### src/rtl/ldpc_modulation_ram_writer.sv
// BPSK modulator: maps one codeword to 15-bit soft samples, written two per cycle
// into the dual-port sample RAM. Define LDPC_MOD_NOISE_EN to add LFSR noise.
module ldpc_modulation_ram_writer #(
  parameter int          CodeLen      = 256,
  parameter int          CodeLen_bits = 8,
  parameter int          AMP          = 4096,
  parameter int          NOISE_BITS   = 10,
  parameter logic [15:0] SEED         = 16'hACE1
) (
  input  logic                    clk,
  input  logic                    rst,
  input  logic                    encoder_down,
  input  logic [CodeLen-1:0]      encoded_sequence,
  output logic                    modulation_receive,
  output logic                    wea,
  output logic [CodeLen_bits-1:0] addra,
  output logic [14:0]             dina,
  output logic                    web,
  output logic [CodeLen_bits-1:0] addrb,
  output logic [14:0]             dinb,
  output logic                    modulation_down,
  output logic [CodeLen-1:0]      modulation_sequence_before,
  input  logic                    demodulation_receive,
  input  logic                    demodulation_down_to_modulation,
  output logic                    demodulation_down_to_modulation_receive
);
  typedef enum logic [1:0] {IDLE = 2'd0, WRITE = 2'd1, NOTIFY = 2'd2, WAIT_DONE = 2'd3} state_t;

  localparam logic signed [15:0]      AMP16    = 16'(AMP);
  localparam logic [CodeLen_bits-1:0] LAST_IDX = CodeLen_bits'(CodeLen - 2);

  state_t                  state, state_nxt;
  logic [CodeLen_bits-1:0] idx;
  logic                    latch_en, recv_nxt, wr_nxt, down_nxt, ack_nxt;
  logic                    bit_a, bit_b;
  logic signed [14:0]      samp_a, samp_b;

  function automatic logic signed [15:0] bpsk(input logic b);
    return b ? -AMP16 : AMP16;
  endfunction

  function automatic logic signed [14:0] sat15(input logic signed [15:0] v);
    if (v > 16'sd16383)
      return 15'sd16383;
    else if (v < -16'sd16383)
      return -15'sd16383;
    else
      return v[14:0];
  endfunction

  assign bit_a = modulation_sequence_before[idx];
  assign bit_b = modulation_sequence_before[{idx[CodeLen_bits-1:1], 1'b1}];

`ifdef LDPC_MOD_NOISE_EN
  localparam logic [15:0] TAPS = 16'hB400;
  logic [15:0] lfsr_a, lfsr_b;

  function automatic logic [15:0] lfsr_step(input logic [15:0] s);
    return {1'b0, s[15:1]} ^ (s[0] ? TAPS : 16'h0000);
  endfunction

  function automatic logic signed [15:0] noise(input logic [15:0] s);
    return {{(16-NOISE_BITS){s[NOISE_BITS-1]}}, s[NOISE_BITS-1:0]};
  endfunction

  // LFSRs only step while samples are being produced
  always_ff @(posedge clk or negedge rst) begin
    if (!rst) begin
      lfsr_a <= SEED;
      lfsr_b <= SEED ^ 16'h5A5A;
    end else if (state == WRITE) begin
      lfsr_a <= lfsr_step(lfsr_a);
      lfsr_b <= lfsr_step(lfsr_b);
    end
  end

  assign samp_a = sat15(bpsk(bit_a) + noise(lfsr_a));
  assign samp_b = sat15(bpsk(bit_b) + noise(lfsr_b));
`else
  assign samp_a = sat15(bpsk(bit_a));
  assign samp_b = sat15(bpsk(bit_b));
`endif

  always_ff @(posedge clk or negedge rst) begin
    if (!rst) state <= IDLE;
    else      state <= state_nxt;
  end

  always_comb begin
    state_nxt = state;
    case (state)
      IDLE:      if (encoder_down) state_nxt = WRITE;
      WRITE:     if (idx == LAST_IDX) state_nxt = NOTIFY;
      NOTIFY:    if (modulation_down && demodulation_receive) state_nxt = WAIT_DONE;
      WAIT_DONE: if (demodulation_down_to_modulation) state_nxt = IDLE;
      default:   state_nxt = IDLE;
    endcase
  end

  // Next values for the registered outputs; done is only acked from WAIT_DONE
  always_comb begin
    latch_en = (state == IDLE) && encoder_down;
    recv_nxt = latch_en;
    wr_nxt   = (state == WRITE);
    down_nxt = (state == NOTIFY) && !(modulation_down && demodulation_receive);
    ack_nxt  = (state == WAIT_DONE) && demodulation_down_to_modulation;
  end

  // p0: registered RAM write port and handshake outputs
  always_ff @(posedge clk or negedge rst) begin
    if (!rst) begin
      modulation_receive                      <= 1'b0;
      wea                                     <= 1'b0;
      web                                     <= 1'b0;
      modulation_down                         <= 1'b0;
      demodulation_down_to_modulation_receive <= 1'b0;
      addra                                   <= '0;
      addrb                                   <= '0;
      dina                                    <= '0;
      dinb                                    <= '0;
      modulation_sequence_before              <= '0;
      idx                                     <= '0;
    end else begin
      modulation_receive                      <= recv_nxt;
      wea                                     <= wr_nxt;
      web                                     <= wr_nxt;
      modulation_down                         <= down_nxt;
      demodulation_down_to_modulation_receive <= ack_nxt;
      if (latch_en) begin
        modulation_sequence_before <= encoded_sequence;
        idx                        <= '0;
      end else if (wr_nxt) begin
        addra <= idx;
        addrb <= {idx[CodeLen_bits-1:1], 1'b1};
        dina  <= samp_a;
        dinb  <= samp_b;
        idx   <= idx + CodeLen_bits'(2);
      end
    end
  end
endmodule
### config.mk
export PLATFORM = sky130hd
export DESIGN_NAME = ldpc_modulation_ram_writer
export DESIGN_NICKNAME = d
export VERILOG_FILES = /design/src/rtl/ldpc_modulation_ram_writer.sv
export SDC_FILE = /design/constraint.sdc
export NUM_CORES = 1
export LEC_CHECK = 0
export CAP_MARGIN = 20
export CORE_AREA = 2 2 222 224
export DETAILED_ROUTE_END_ITERATION = 8
export DIE_AREA = 0 0 224 226
export SLEW_MARGIN = 20
export SYNTH_ARGS = -nofsm -noshare
export SYNTH_HDL_FRONTEND = slang
export SYNTH_SLANG_ARGS = --single-unit
### constraint.sdc
create_clock -name clk -period 2.95 [get_ports clk]
set_input_delay 0.295 -clock clk [delete_from_list [all_inputs] [get_ports clk]]
set_output_delay 0.295 -clock clk [all_outputs]
set_load 0.02 [all_outputs]
==> results of run 1 <==
how the worst min path moves through the flow:
stage | endpoint | cells after the start
2_1_floorplan | addra[1] | 0
3_3_place_gp | modulation_sequence_before[235] | 1
3_5_place_dp | modulation_sequence_before[130] | 1
4_1_cts | modulation_sequence_before[33] | 2
5_1_grt | modulation_sequence_before[57] | 2
6_report | modulation_sequence_before[130] | 2
through the flow:
step | instances | hold WS (ps)
detailed placement | 1975 | 329
global placement | 1975 | 327
CTS | 2035 | 330
global route | 2036 | 347
finish | 2036 | 347
floorplan | 874 | -0.591
cells by family after synthesis:
logic type / synth area share, %
AOI/OAI and AO/OA: 2.28
xor gates and xnor gates: 0.339
adders and majority gates: 0.581
buffers and inverters: 4.42
DFF: 54.0
muxes: 35.8
other: 0.0290
and+or+nand+nor: 2.56
flip-flops by register name (all words and copies together) (netlist names):
register,count
modulation_sequence_before,256
addra,7
idx,7
dina,2
state,2
demodulation_down_to_modulation_receive,1
dinb,1
modulation_down,1
modulation_receive,1
web,1
report_power, final:
part,total [mW],switching [mW],internal (mW)
Combinational,12.4,5.63,6.81
Clock,4.42,1.66,2.76
Sequential,7.88,2.13,5.76
layer usage:
metal | share of wire [%] | global-route usage (%)
met4 | 2.3 | 5.61
met5 | 0.057 | 0
met2 | 49 | 31.3
met3 | 6.7 | 4.62
met1 | 42 | 23.2
synthesized netlist by cell type, types with 2 or more instances:
library cell    n
nand3_1         6
a22o_1          3
nand4_1         5
nand2_1        12
xor2_1          4
nor2b_1         7
mux2i_1        35
dfrtp_1       279
inv_1           4
buf_2           9
buf_4          45
a22oi_1         7
o221ai_1        2
clkbuf_1       37
o2bb2ai_1       2
nand3b_1        4
ha_1            6
and2_1          2
mux2_2        271
o22ai_1         3
buf_6           3
nand2b_1        4
mux4_1          2
a21oi_1         4
and2_0          2
and3_1          2
a221oi_1        4
nor2_1         12
mux4_2         51
o21ai_0         6
area by class of cell:
type	instances	area, sq um	area share (%)
flip-flops and latches	279	6990	34.6
multi-input cells	497	5460	27.0
clock buffers	51	1030	5.09
diodes	1	2.50	0.0124
inverters	4	15.0	0.0743
repair buffers	574	5790	28.6
clock inverters	8	145	0.718
well taps	622	778	3.85
what timing repair did:
action,in CTS,in global routing
hold buffers,1,0
endpoints found under the hold margin,67,0
buffers inserted,0,0
==> impl_metrics.json, run 1 <==
{
  "final_area_sq_mm": 0.0202,
  "wl_per_cell_um": 23.3,
  "wirelength_um": 47500,
  "period_needed_ps": 2520,
  "relSlewSlack_pct": 30.9,
  "fin_crit_sh_pct": 85.3,
  "pre_cts_ws_ps": 341,
  "critical-path-top-delay-family": "multiplexers",
  "worstSetupEndpointType": "flip-flop",
  "rr_startpoint": "idx[3]",
  "reg2regPathDepth": 6,
  "leakage_nw": 8.00,
  "cp_slowest_cell": "dfrtp_4",
  "initial_core_util_pct": 26.7,
  "async_reset_ff_share_pct": 100,
  "setup_tns_ps": 0,
  "dieArea_sq_mm": 0.0506,
  "synth_top_area_share_pct": 54.0,
  "fin_nets": 1658,
  "r2r_slack_ps": 430,
  "cp.arrival_ps": 2920,
  "clk_pin_slew_ps": 50,
  "final_cell_mix": "541 x clkdlybuf4s50_1, 275 x dfrtp_1, 271 x mux2_2, 51 x mux4_2, 37 x clkbuf_16",
  "crit_cells": 6,
  "core_sq_mm": 0.0483,
  "crit_path_start": "idx[3]",
  "synth_area_sq_mm": 0.0129,
  "start_kind": "flip-flop",
  "reg2reg_to": "dina[13]",
  "numCtsBuffers": 35,
  "setup_violations": 0,
  "dr.pass1.iters": 4,
  "synthToLayoutAreaGrowth_pct": 56.4,
  "ys_warn_count": 0,
  "finalMaxSlewViolations": 0,
  "gp_congestion": 0.816,
  "power.density_mw_per_mm2": 1220,
  "finalClockSkew_ps": 14.2,
  "cpMostUsedCell": "nand4_1",
  "status": "finished, final reports clean",
  "ys_ff_latch": 279,
  "drive_gt1_share_pct": 29.3,
  "drtIter0Drc": 369,
  "fmax_mhz": 397,
  "grt_pass1_wl_um": 68900,
  "dr_total_vias": 9429,
  "fin_ws_ps": 433,
  "synth_edf_count": 0,
  "rows": 81,
  "clock_path_buffers": 3,
  "io_buffers": 542,
  "worstSetupPathType": "reg -> reg",
  "place_area_sq_mm": 0.0190,
  "syn-instance-count": 850,
  "ys_types": 47,
  "avgSynthCellArea_sq_um": 15.2,
  "grt_max_degree": 79,
  "fin_util_pct": 41.8,
  "ys_top_cells_by_area": "dfrtp_1 54%, mux2_2 24%, mux4_2 8.9%, mux2i_1 2.7%, buf_4 2.6%",
  "worstPathMaxFanout": 21,
  "fill_cells": 4518,
  "cap_violations": 0,
  "grt.overflow.total": 0,
  "ant_nets": 0,
  "die_w_um": 224,
  "ys_seq_area_share_pct": 54.0,
  "synth_ff_type": "dfrtp_1",
  "numClockSinks": 279,
  "h-tree-depth": 2,
  "cp_cell_sequence": "buf_4, mux4_2, mux2i_1, a22oi_1, nand4_1, nand4_1",
  "grt_pass1_vias": 10272,
  "via_per_inst": 4.63,
  "path_buf_inv": 1,
  "hp-class": "in -> async",
  "dpl.hpwl_um": 36400,
  "cts-resized-gates": 0,
  "final_common_cell": "clkdlybuf4s50_1",
  "drc_errors": 0,
  "ioPinCount": 568,
  "critPathCapture": "dina[13]",
  "crit_required_ps": 3360,
  "worstMarginPinSlew_ps": 1030,
  "clock_latency_ps": 530,
  "track_usage_pct": 18.5,
  "grt_antenna_before_repair": 4,
  "synth_top_cell_by_area": "dfrtp_1",
  "ir_drop_mv": 0.641,
  "rsz0062_at_grt": "no",
  "tritoncts": "yes",
  "cp_slowest_stage_delay_ps": 660,
  "total_power_mw": 24.7,
  "hold_viol_final": 0,
  "die_h_um": 226,
  "root_buffer": "clkbuf_16"
}
(Power assumes the default switching activity.)
==> inputs of run 2 (changes only) <==
SLEW_MARGIN = 30   (was 20)
==> impl_metrics.json, run 2 (synthesis gave the netlist of run 1 again) <==
{
  "numCtsBuffers": 34,
  "fin_crit_sh_pct": 86.0,
  "finalClockSkew_ps": 10.5,
  "power.density_mw_per_mm2": 1220,
  "track_usage_pct": 18.5,
  "dr.pass1.iters": 6,
  "pre_cts_ws_ps": 372,
  "clock_path_buffers": 3,
  "cts-resized-gates": 0,
  "worstMarginPinSlew_ps": 766,
  "gp_congestion": 0.816,
  "fin_ws_ps": 413,
  "path_buf_inv": 1,
  "io_buffers": 542,
  "leakage_nw": 8.01,
  "final_cell_mix": "541 x clkdlybuf4s50_1, 275 x dfrtp_1, 271 x mux2_2, 51 x mux4_2, 37 x clkbuf_16",
  "clock_latency_ps": 530,
  "period_needed_ps": 2540,
  "drc_errors": 0,
  "crit_cells": 6,
  "die_w_um": 224,
  "status": "finished, final reports clean",
  "cp_slowest_cell": "dfrtp_4",
  "ioPinCount": 568,
  "drive_gt1_share_pct": 29.4,
  "hold_viol_final": 0,
  "ctsHoldBuffers": 1,
  "start_kind": "flip-flop",
  "largest_register": "modulation_sequence_before",
  "fin_nets": 1657,
  "via_per_inst": 4.66,
  "die_h_um": 226,
  "grt_pass1_wl_um": 68700,
  "final_common_cell": "clkdlybuf4s50_1",
  "r2r_slack_ps": 410,
  "wirelength_um": 47500,
  "finalMaxSlewViolations": 0,
  "hp-class": "in -> async",
  "crit_required_ps": 3340,
  "tritoncts": "yes",
  "grt.overflow.total": 0,
  "dpl.hpwl_um": 36600,
  "ir_drop_mv": 0.603,
  "cp_cell_sequence": "buf_4, mux4_2, mux2i_1, nand2_1, nand4_1, nand3_1",
  "synthToLayoutAreaGrowth_pct": 56.4,
  "cp.arrival_ps": 2930,
  "reg.largest.list": "modulation_sequence_before x256, addra x7, idx x7",
  "relSlewSlack_pct": 48.9,
  "fmax_mhz": 394,
  "reg2regPathDepth": 6,
  "setup_violations": 0,
  "grt_pass1_vias": 10333,
  "cap_violations": 0,
  "worstPathMaxFanout": 21,
  "initial_core_util_pct": 26.7,
  "core_sq_mm": 0.0483,
  "root_buffer": "clkbuf_16",
  "grt_antenna_before_repair": 6,
  "worstSetupEndpointType": "flip-flop",
  "setup_tns_ps": 0,
  "numClockSinks": 279,
  "dr_total_vias": 9496,
  "worstSetupPathType": "reg -> reg",
  "rows": 81,
  "clk_pin_slew_ps": 60,
  "rsz0062_at_grt": "no",
  "grt_max_degree": 79,
  "dieArea_sq_mm": 0.0506,
  "ant_nets": 0,
  "wl_per_cell_um": 23.3,
  "largest_reg_flops": 256,
  "postCtsSetupBuffers": 0,
  "cp_slowest_stage_delay_ps": 670,
  "drtIter0Drc": 441,
  "h-tree-depth": 2,
  "critical-path-top-delay-family": "multiplexers",
  "total_power_mw": 24.7
}
run 2: changes by cell type in the layout (fill, tap and decap cells not counted), sizes merged:
cell      delta
bufinv       -1
clkbuf       +1
clkinv       +1
clkinvlp     -1
run 2: metal layers:
layer  vias to the layer above  track usage, %  routed length (um)  share of wire [%]
met5                         -               0                  46              0.097
met4                         8            5.89                1180                2.5
met3                        71            4.88                3380                7.1
met2                       390            31.2               23300                 49
met1                      4838            22.9               19700                 41
li1                       4189               -                   -                  -
run 2: report_power, final:
part           internal, mW  leakage, nW  switching, mW
clock network          2.71        0.570           1.64
registers              5.76         3.32           2.12
logic                  6.81         4.12           5.63
total                  15.3         8.01           9.39
run 2: cell type report:
cell class	count	area [sq um]
fillers	4507	28100
flip-flops and latches	279	6990
repair buffers	574	5790
multi-input cells	497	5460
clock buffers	52	1050
well taps	622	778
clock inverters	7	113
inverters	4	15.0
diodes	1	2.50
run 2: per-stage QoR:
stage / std cells / util [%] / cell area (sq um) / hold slack [ps]
3_5_place_dp: 1975 / 39.4 / 19000 / 324
6_report: 2036 / 41.8 / 20200 / 360
5_1_grt: 2036 / 41.8 / 20200 / 347
2_1_floorplan: 874 / - / 13000 / -0.591
3_3_place_gp: 1975 / 39.3 / 19000 / 327
4_1_cts: 2035 / 41.8 / 20200 / 321
run 2: path summary, 6_finish.rpt:
check,from,endpoint
max reg2reg,idx[3],dinb[13]
min reg2reg,modulation_down,modulation_down
min in group clk,demodulation_receive,modulation_down
max,idx[3],dinb[13]
max in group asynchronous,rst,modulation_sequence_before[164]
min,rst,modulation_sequence_before[235]
